===== src/rtl/dispatch_pkg.sv =====
// Shared state encoding and default sizing for the thread-block dispatcher.
package dispatch_pkg;

    typedef enum logic [2:0] {
        IDLE,
        SETUP,
        RUN,
        DONE,
        ABORT
    } state_t;

    localparam int DEF_NUM_CORES  = 4;
    localparam int DEF_TC_WIDTH   = 16;
    localparam int DEF_MAX_TPB    = 8;
    localparam int DEF_CYC_WIDTH  = 32;
    localparam int DEF_TPB_LOG2_W = $clog2(DEF_MAX_TPB) + 1;
    localparam int DEF_SIZE_W     = DEF_TPB_LOG2_W;

endpackage


===== src/rtl/rr_pick.sv =====
// Combinational round-robin search: first set bit of eligible at or above ptr, wrapping.
module rr_pick #(
    parameter int N  = 4,
    parameter int IW = (N > 1) ? $clog2(N) : 1
) (
    input  logic [N-1:0]  eligible,
    input  logic [IW-1:0] ptr,
    output logic          found,
    output logic [IW-1:0] index
);

    // Scan from the far end so the candidate closest to ptr is written last and wins.
    always_comb begin
        found = 1'b0;
        index = '0;
        for (int k = N - 1; k >= 0; k--) begin
            if (eligible[(int'(ptr) + k) % N]) begin
                found = 1'b1;
                index = IW'((int'(ptr) + k) % N);
            end
        end
    end

endmodule


===== src/rtl/block_dispatcher.sv =====
// Thread-block dispatcher: splits a kernel launch into power-of-two blocks and
// issues at most one per cycle round-robin to idle, enabled cores.
module block_dispatcher
    import dispatch_pkg::*;
#(
    parameter int NUM_CORES = DEF_NUM_CORES,
    parameter int TC_WIDTH  = DEF_TC_WIDTH,
    parameter int MAX_TPB   = DEF_MAX_TPB,
    parameter int CYC_WIDTH = DEF_CYC_WIDTH
) (
    input  logic                                    clk,
    input  logic                                    rst,
    input  logic                                    launch_valid,
    output logic                                    launch_ready,
    input  logic [TC_WIDTH-1:0]                     launch_thread_count,
    input  logic [$clog2(MAX_TPB):0]                launch_tpb_log2,
    input  logic [NUM_CORES-1:0]                    core_enable_mask,
    input  logic                                    abort,
    input  logic [NUM_CORES-1:0]                    core_done,
    output logic [NUM_CORES-1:0]                    core_start,
    output logic [NUM_CORES-1:0]                    core_reset,
    output logic [NUM_CORES-1:0][TC_WIDTH-1:0]      core_block_id,
    output logic [NUM_CORES-1:0][$clog2(MAX_TPB):0] core_block_size,
    output logic                                    kernel_done,
    output logic                                    aborted,
    output logic                                    config_error,
    output logic                                    busy,
    output logic [TC_WIDTH:0]                       blocks_completed,
    output logic [CYC_WIDTH-1:0]                    cycle_count
);

    localparam int LW = $clog2(MAX_TPB);
    localparam int SW = LW + 1;
    localparam int IW = (NUM_CORES > 1) ? $clog2(NUM_CORES) : 1;
    localparam int BW = TC_WIDTH + 1;

    state_t               state, state_nxt;
    logic [TC_WIDTH-1:0]  tc_r;
    logic [SW-1:0]        log2_r;
    logic [BW-1:0]        next_block, total_c;
    logic [SW-1:0]        bs_s, rem_s, last_c;
    logic [IW-1:0]        rr_ptr, pick_idx;
    logic [NUM_CORES-1:0] active, eligible, done_hit, start_vec;
    logic                 pick_found, bad_cfg, accept, dispatch;

    function automatic logic [BW-1:0] popcnt(input logic [NUM_CORES-1:0] v);
        logic [BW-1:0] n;
        n = '0;
        for (int k = 0; k < NUM_CORES; k++) begin
            n = n + BW'(v[k]);
        end
        return n;
    endfunction

    // Block geometry follows directly from the latched launch fields, so it is stable all kernel.
    assign bs_s    = SW'(1) << log2_r;
    assign rem_s   = tc_r[SW-1:0] & (bs_s - SW'(1));
    assign last_c  = (rem_s == '0) ? bs_s : rem_s;
    assign total_c = ({1'b0, tc_r} + BW'(bs_s) - BW'(1)) >> log2_r;

    assign bad_cfg   = launch_tpb_log2 > SW'(LW);
    assign accept    = (state == IDLE) && launch_valid && launch_ready;
    assign eligible  = ~active & core_enable_mask;
    assign done_hit  = core_done & active;
    assign dispatch  = ((state == SETUP) || (state == RUN)) && !abort && pick_found
                       && (next_block < total_c);
    assign start_vec = dispatch ? (NUM_CORES'(1) << pick_idx) : '0;

    rr_pick #(
        .N (NUM_CORES),
        .IW(IW)
    ) u_pick (
        .eligible(eligible),
        .ptr     (rr_ptr),
        .found   (pick_found),
        .index   (pick_idx)
    );

    always_comb begin
        state_nxt = state;
        case (state)
            IDLE:    if (accept && !bad_cfg) state_nxt = SETUP;
            SETUP:   state_nxt = abort ? ABORT : ((total_c == '0) ? DONE : RUN);
            RUN: begin
                if (abort) state_nxt = ABORT;
                else if (next_block == total_c && active == '0) state_nxt = DONE;
            end
            DONE:    state_nxt = abort ? ABORT : IDLE;
            ABORT:   state_nxt = IDLE;
            default: state_nxt = IDLE;
        endcase
    end

    always_ff @(posedge clk or posedge rst) begin
        if (rst) begin
            state            <= IDLE;
            launch_ready     <= 1'b1;
            busy             <= 1'b0;
            core_reset       <= '1;
            kernel_done      <= 1'b0;
            aborted          <= 1'b0;
            config_error     <= 1'b0;
            core_start       <= '0;
            core_block_id    <= '0;
            core_block_size  <= '0;
            blocks_completed <= '0;
            cycle_count      <= '0;
            tc_r             <= '0;
            log2_r           <= '0;
            next_block       <= '0;
            rr_ptr           <= '0;
            active           <= '0;
        end else begin
            state        <= state_nxt;
            launch_ready <= (state_nxt == IDLE);
            busy         <= (state_nxt != IDLE);
            core_reset   <= (state_nxt == IDLE || state_nxt == ABORT) ? '1 : '0;
            kernel_done  <= (state_nxt == DONE);
            aborted      <= (state_nxt == ABORT);
            config_error <= accept && bad_cfg;
            core_start   <= start_vec;

            if (state inside {SETUP, RUN, DONE}) begin
                cycle_count <= cycle_count + CYC_WIDTH'(1);
            end

            if (accept && !bad_cfg) begin
                tc_r             <= launch_thread_count;
                log2_r           <= launch_tpb_log2;
                next_block       <= '0;
                rr_ptr           <= '0;
                active           <= '0;
                blocks_completed <= '0;
                cycle_count      <= '0;
            end else if (state_nxt == ABORT) begin
                active <= '0;
            end else begin
                // A core freed here only becomes eligible next cycle, since pick uses registered active.
                active           <= (active & ~done_hit) | start_vec;
                blocks_completed <= blocks_completed + popcnt(done_hit);
                if (dispatch) begin
                    core_block_id[pick_idx]   <= next_block[TC_WIDTH-1:0];
                    core_block_size[pick_idx] <= (next_block == total_c - BW'(1)) ? last_c : bs_s;
                    next_block                <= next_block + BW'(1);
                    rr_ptr                    <= (int'(pick_idx) == NUM_CORES - 1) ? '0 : pick_idx + IW'(1);
                end
            end
        end
    end

endmodule


===== config.mk =====
export PLATFORM = sky130hd
export DESIGN_NAME = block_dispatcher
export DESIGN_NICKNAME = d
export VERILOG_FILES = /design/src/rtl/dispatch_pkg.sv /design/src/rtl/rr_pick.sv /design/src/rtl/block_dispatcher.sv
export SDC_FILE = /design/constraint.sdc
export NUM_CORES = 1
export LEC_CHECK = 0
export CORE_MARGIN = 3
export CORE_UTILIZATION = 55
export DETAILED_ROUTE_END_ITERATION = 8
export PLACE_DENSITY_LB_ADDON = 0.2
export RECOVER_POWER = 50
export SYNTH_ARGS = -nofsm -noshare
export SYNTH_HDL_FRONTEND = slang
export SYNTH_SLANG_ARGS = --single-unit

===== constraint.sdc =====
create_clock -name clk -period 21.6 [get_ports clk]
set_input_delay 2.16 -clock clk [delete_from_list [all_inputs] [get_ports clk]]
set_output_delay 2.16 -clock clk [all_outputs]
set_load 0.05 [all_outputs]

==> flow_metrics.tcl <==
set metrics [dict create \
    rows 51 \
    ant_nets 0 \
    crit_type "reg -> reg" \
    final_cells 1621 \
    clk_path_buf_depth 2 \
    antenna_found_initial 0 \
    utilization_pct 69.7 \
    drv_slew 262 \
    rsz0062_at_grt "false" \
    num_vias 9668 \
    synth_top_cell_by_area "dfrtp_1" \
    hold_path_class "reg -> reg" \
    seq_area_frac_synth_pct 40.7 \
    cp_max_fo 29 \
    period_share_pct 41.4 \
    slew_headroom_pct -238 \
    fin_skew_ns 0.0110 \
    slowest_stage "dfrtp_1" \
    ys_warn_count 0 \
    netlist_instances 1204 \
    synth_edf_count 0 \
    place_ws_ns 12.84 \
    final.setup.tns_ns 0 \
    holdBufCountCts 0 \
    post-synth-top-count-cell "dfrtp_1" \
    io_buffers 173 \
    placedCellCount 1589 \
    leakagePower_nw 6.49 \
    whs_ns 0.477 \
    cts_tree "built" \
    synthTopCellsByArea "dfrtp_1 (40%), mux2_2 (7.1%), ha_1 (5.2%)" \
    ir_drop_v 0.0000858 \
    nNetsFinal 1426 \
    synth_async_sr_flop_share_pct 100 \
    violations "max-capacitance violations, max-slew violations" \
    ctsRootBufferMaster "clkbuf_16" \
    drive_gt1_share_pct 11.5 \
    post-cts-setup-buffer-count 0 \
    insertion_delay_ns 0.44 \
    crit_top_cell "o21a_1" \
    start_util_pct 57.2 \
    vias_per_cell 5.96 \
    status "complete, but fails checks" \
    end_kind "flop" \
    die-area_um2 22500 \
    worst_path_dominant_cell_family "compound AO/OA/AOI/OAI gates" \
    die_w_um 150 \
    yosysUniqueCellTypes 95 \
    gr-usage-met1_pct 36.3 \
    cp-start-kind "flop" \
    grt_pass1_wl_um 49900 \
    die_y_um 150 \
    wl_per_cell_um 18.7 \
    synth_top_area_share_pct 40.2 \
    met3_usage_pct 10.3 \
    gp_congestion 0.937 \
    yosys-top-cells-count "dfrtp_1 (183), nand2_1 (115), nor2_1 (111), mux2_2 (72), o21ai_0 (67)" \
    antenna_cells 0 \
    synthFlopType "dfrtp_1" \
    fill_cells 1573 \
    syn_avg_cell_area_um2 9.46 \
    areaGrowthSynthToFinish_pct 21.8 \
    grt_pass1_vias 9598 \
    slowest_delay_ns 0.97 \
    dpl.hpwl_um 22200 \
    setup_viol 0 \
    maxCapViolCount 3 \
    setup_slack_ns 12.65 \
    cts_max_level 4 \
    cts_resized 0 \
    cp.arrival_ns 9.28 \
    fin_crit_ns 8.95 \
    remaining_drc_errors 0 \
    firstDrtPassIters 6 \
    grt_overflow_total 0 \
    grt_max_degree 116 \
    final-hold-violation-count 0 \
    power_density_nw_per_um2 147 \
    use_met2_pct 44.4 \
    pin_count 174 \
    finalWirelength_um 30400 \
    worst_pin_slew_ns 5.05 \
    ys_ff_latch 185 \
    clock-sinks 185 \
    core_area_um2 19900 \
    clk_transition_reported_paths_ns 0.08 \
    cts-buffers-inserted 17 \
    busiest_layer "met2" \
    grt_use_total_pct 27.7 \
    syn-num-nets 1287 \
    fmax_ghz 0.112 \
    cp.buffers_inverters 3 \
    required_ns 21.92 \
    first_iter_violations 900 \
    syn_area_um2 11400 \
]
-- placed cells by master (no fill, tap or decap), drive strengths merged, types with 10 or more instances in the layout --
cell / Yosys / routed
dfrtp: 183 / 183
nand2: 115 / 115
nor2: 111 / 111
dlygate4sd3: 0 / 104
mux2: 73 / 73
o21ai: 70 / 70
clkdlybuf4s50: 0 / 69
inv: 54 / 60
a21oi: 54 / 54
ha: 47 / 47
xor2: 43 / 43
nand3: 30 / 30
nor3: 29 / 29
nand4: 26 / 26
xnor2: 23 / 23
or3: 20 / 20
clkbuf: 46 / 20
and2: 17 / 17
a211oi: 17 / 17
o21a: 15 / 15
mux2i: 13 / 13
a21o: 13 / 13
and3: 12 / 12
o211ai: 12 / 12
nand2b: 11 / 11
nor4: 11 / 11
nor2b: 10 / 10
-- kinds of logic (layout without fill, tap and decap cells) --
group,after synthesis,count (layout),share of synthesized area (%)
DFF,185,185,40.7
buffers and inverters,118,270,4.13
and+or+nand+nor,428,428,18.8
muxes,87,87,8.59
AOI/OAI and AO/OA,269,269,16.8
xor gates and xnor gates,66,66,5.08
adders and majority gates,51,51,5.87
-- tightest hold or removal path: stages, from the launching register on --
cell	delay (ns)
dfrtp_1	0.34
nand2_1	0.04
o21ai_0	0.06
-- power by group --
group / switching, mW / internal (mW)
registers: 0.0464 / 0.390
logic: 0.799 / 0.482
clock network: 0.167 / 0.159
-- state kept, by name, indices dropped and copies added, names as in the netlist, 2 cells and up --
name	count
cycle_count	32
core_start	4
active	4
core_block_size	16
state	3
core_block_id	64
tc_r	16
next_block	17
log2_r	4
rr_ptr	2
blocks_completed	17
-- path summary, 6_finish.rpt --
kind | startpoint | to | slack, ns | depth (start not counted)
min reg2reg | core_block_id[9]$_DFFE_PP0P_ | core_block_id[9]$_DFFE_PP0P_ | 0.48 | 2
max | log2_r[1]$_DFFE_PP0P_ | core_block_size[12]$_DFFE_PP0P_ | 12.65 | 28
max in group asynchronous | rst | core_block_id[14]$_DFFE_PP0P_ | 12.98 | 3
min | core_block_id[9]$_DFFE_PP0P_ | core_block_id[9]$_DFFE_PP0P_ | 0.48 | 2
min in group asynchronous | rst | tc_r[12]$_DFFE_PP0P_ | 3.72 | 2
max reg2reg | log2_r[1]$_DFFE_PP0P_ | core_block_size[12]$_DFFE_PP0P_ | 12.65 | 28
-- metal layers --
layer / up-vias / wire, µm
met5: - / 0
met4: 0 / 402
met3: 39 / 2970
met2: 361 / 14400
met1: 4648 / 12600
li1: 4620 / -
-- through the flow --
| stage | power (mW) | cell area, µm² |
|---|---|---|
| 2_1_floorplan | 1.39 | 11400 |
| 3_3_place_gp | 1.68 | 13300 |
| 3_5_place_dp | 1.70 | 13300 |
| 4_1_cts | 2.03 | 13900 |
| 5_1_grt | 2.18 | 13900 |
| 6_report | 2.04 | 13900 |
-- cell type report --
cell class | instances | area [µm²] | area share, %
clock inverters | 15 | 188 | 1.35
clock buffers | 17 | 425 | 3.07
inverters | 55 | 208 | 1.50
well taps | 265 | 332 | 2.39
flip-flops and latches | 185 | 4630 | 33.4
repair buffers | 183 | 1800 | 12.9
multi-input cells | 901 | 6290 | 45.4
Note: power is estimated with default switching activity, not from simulation.
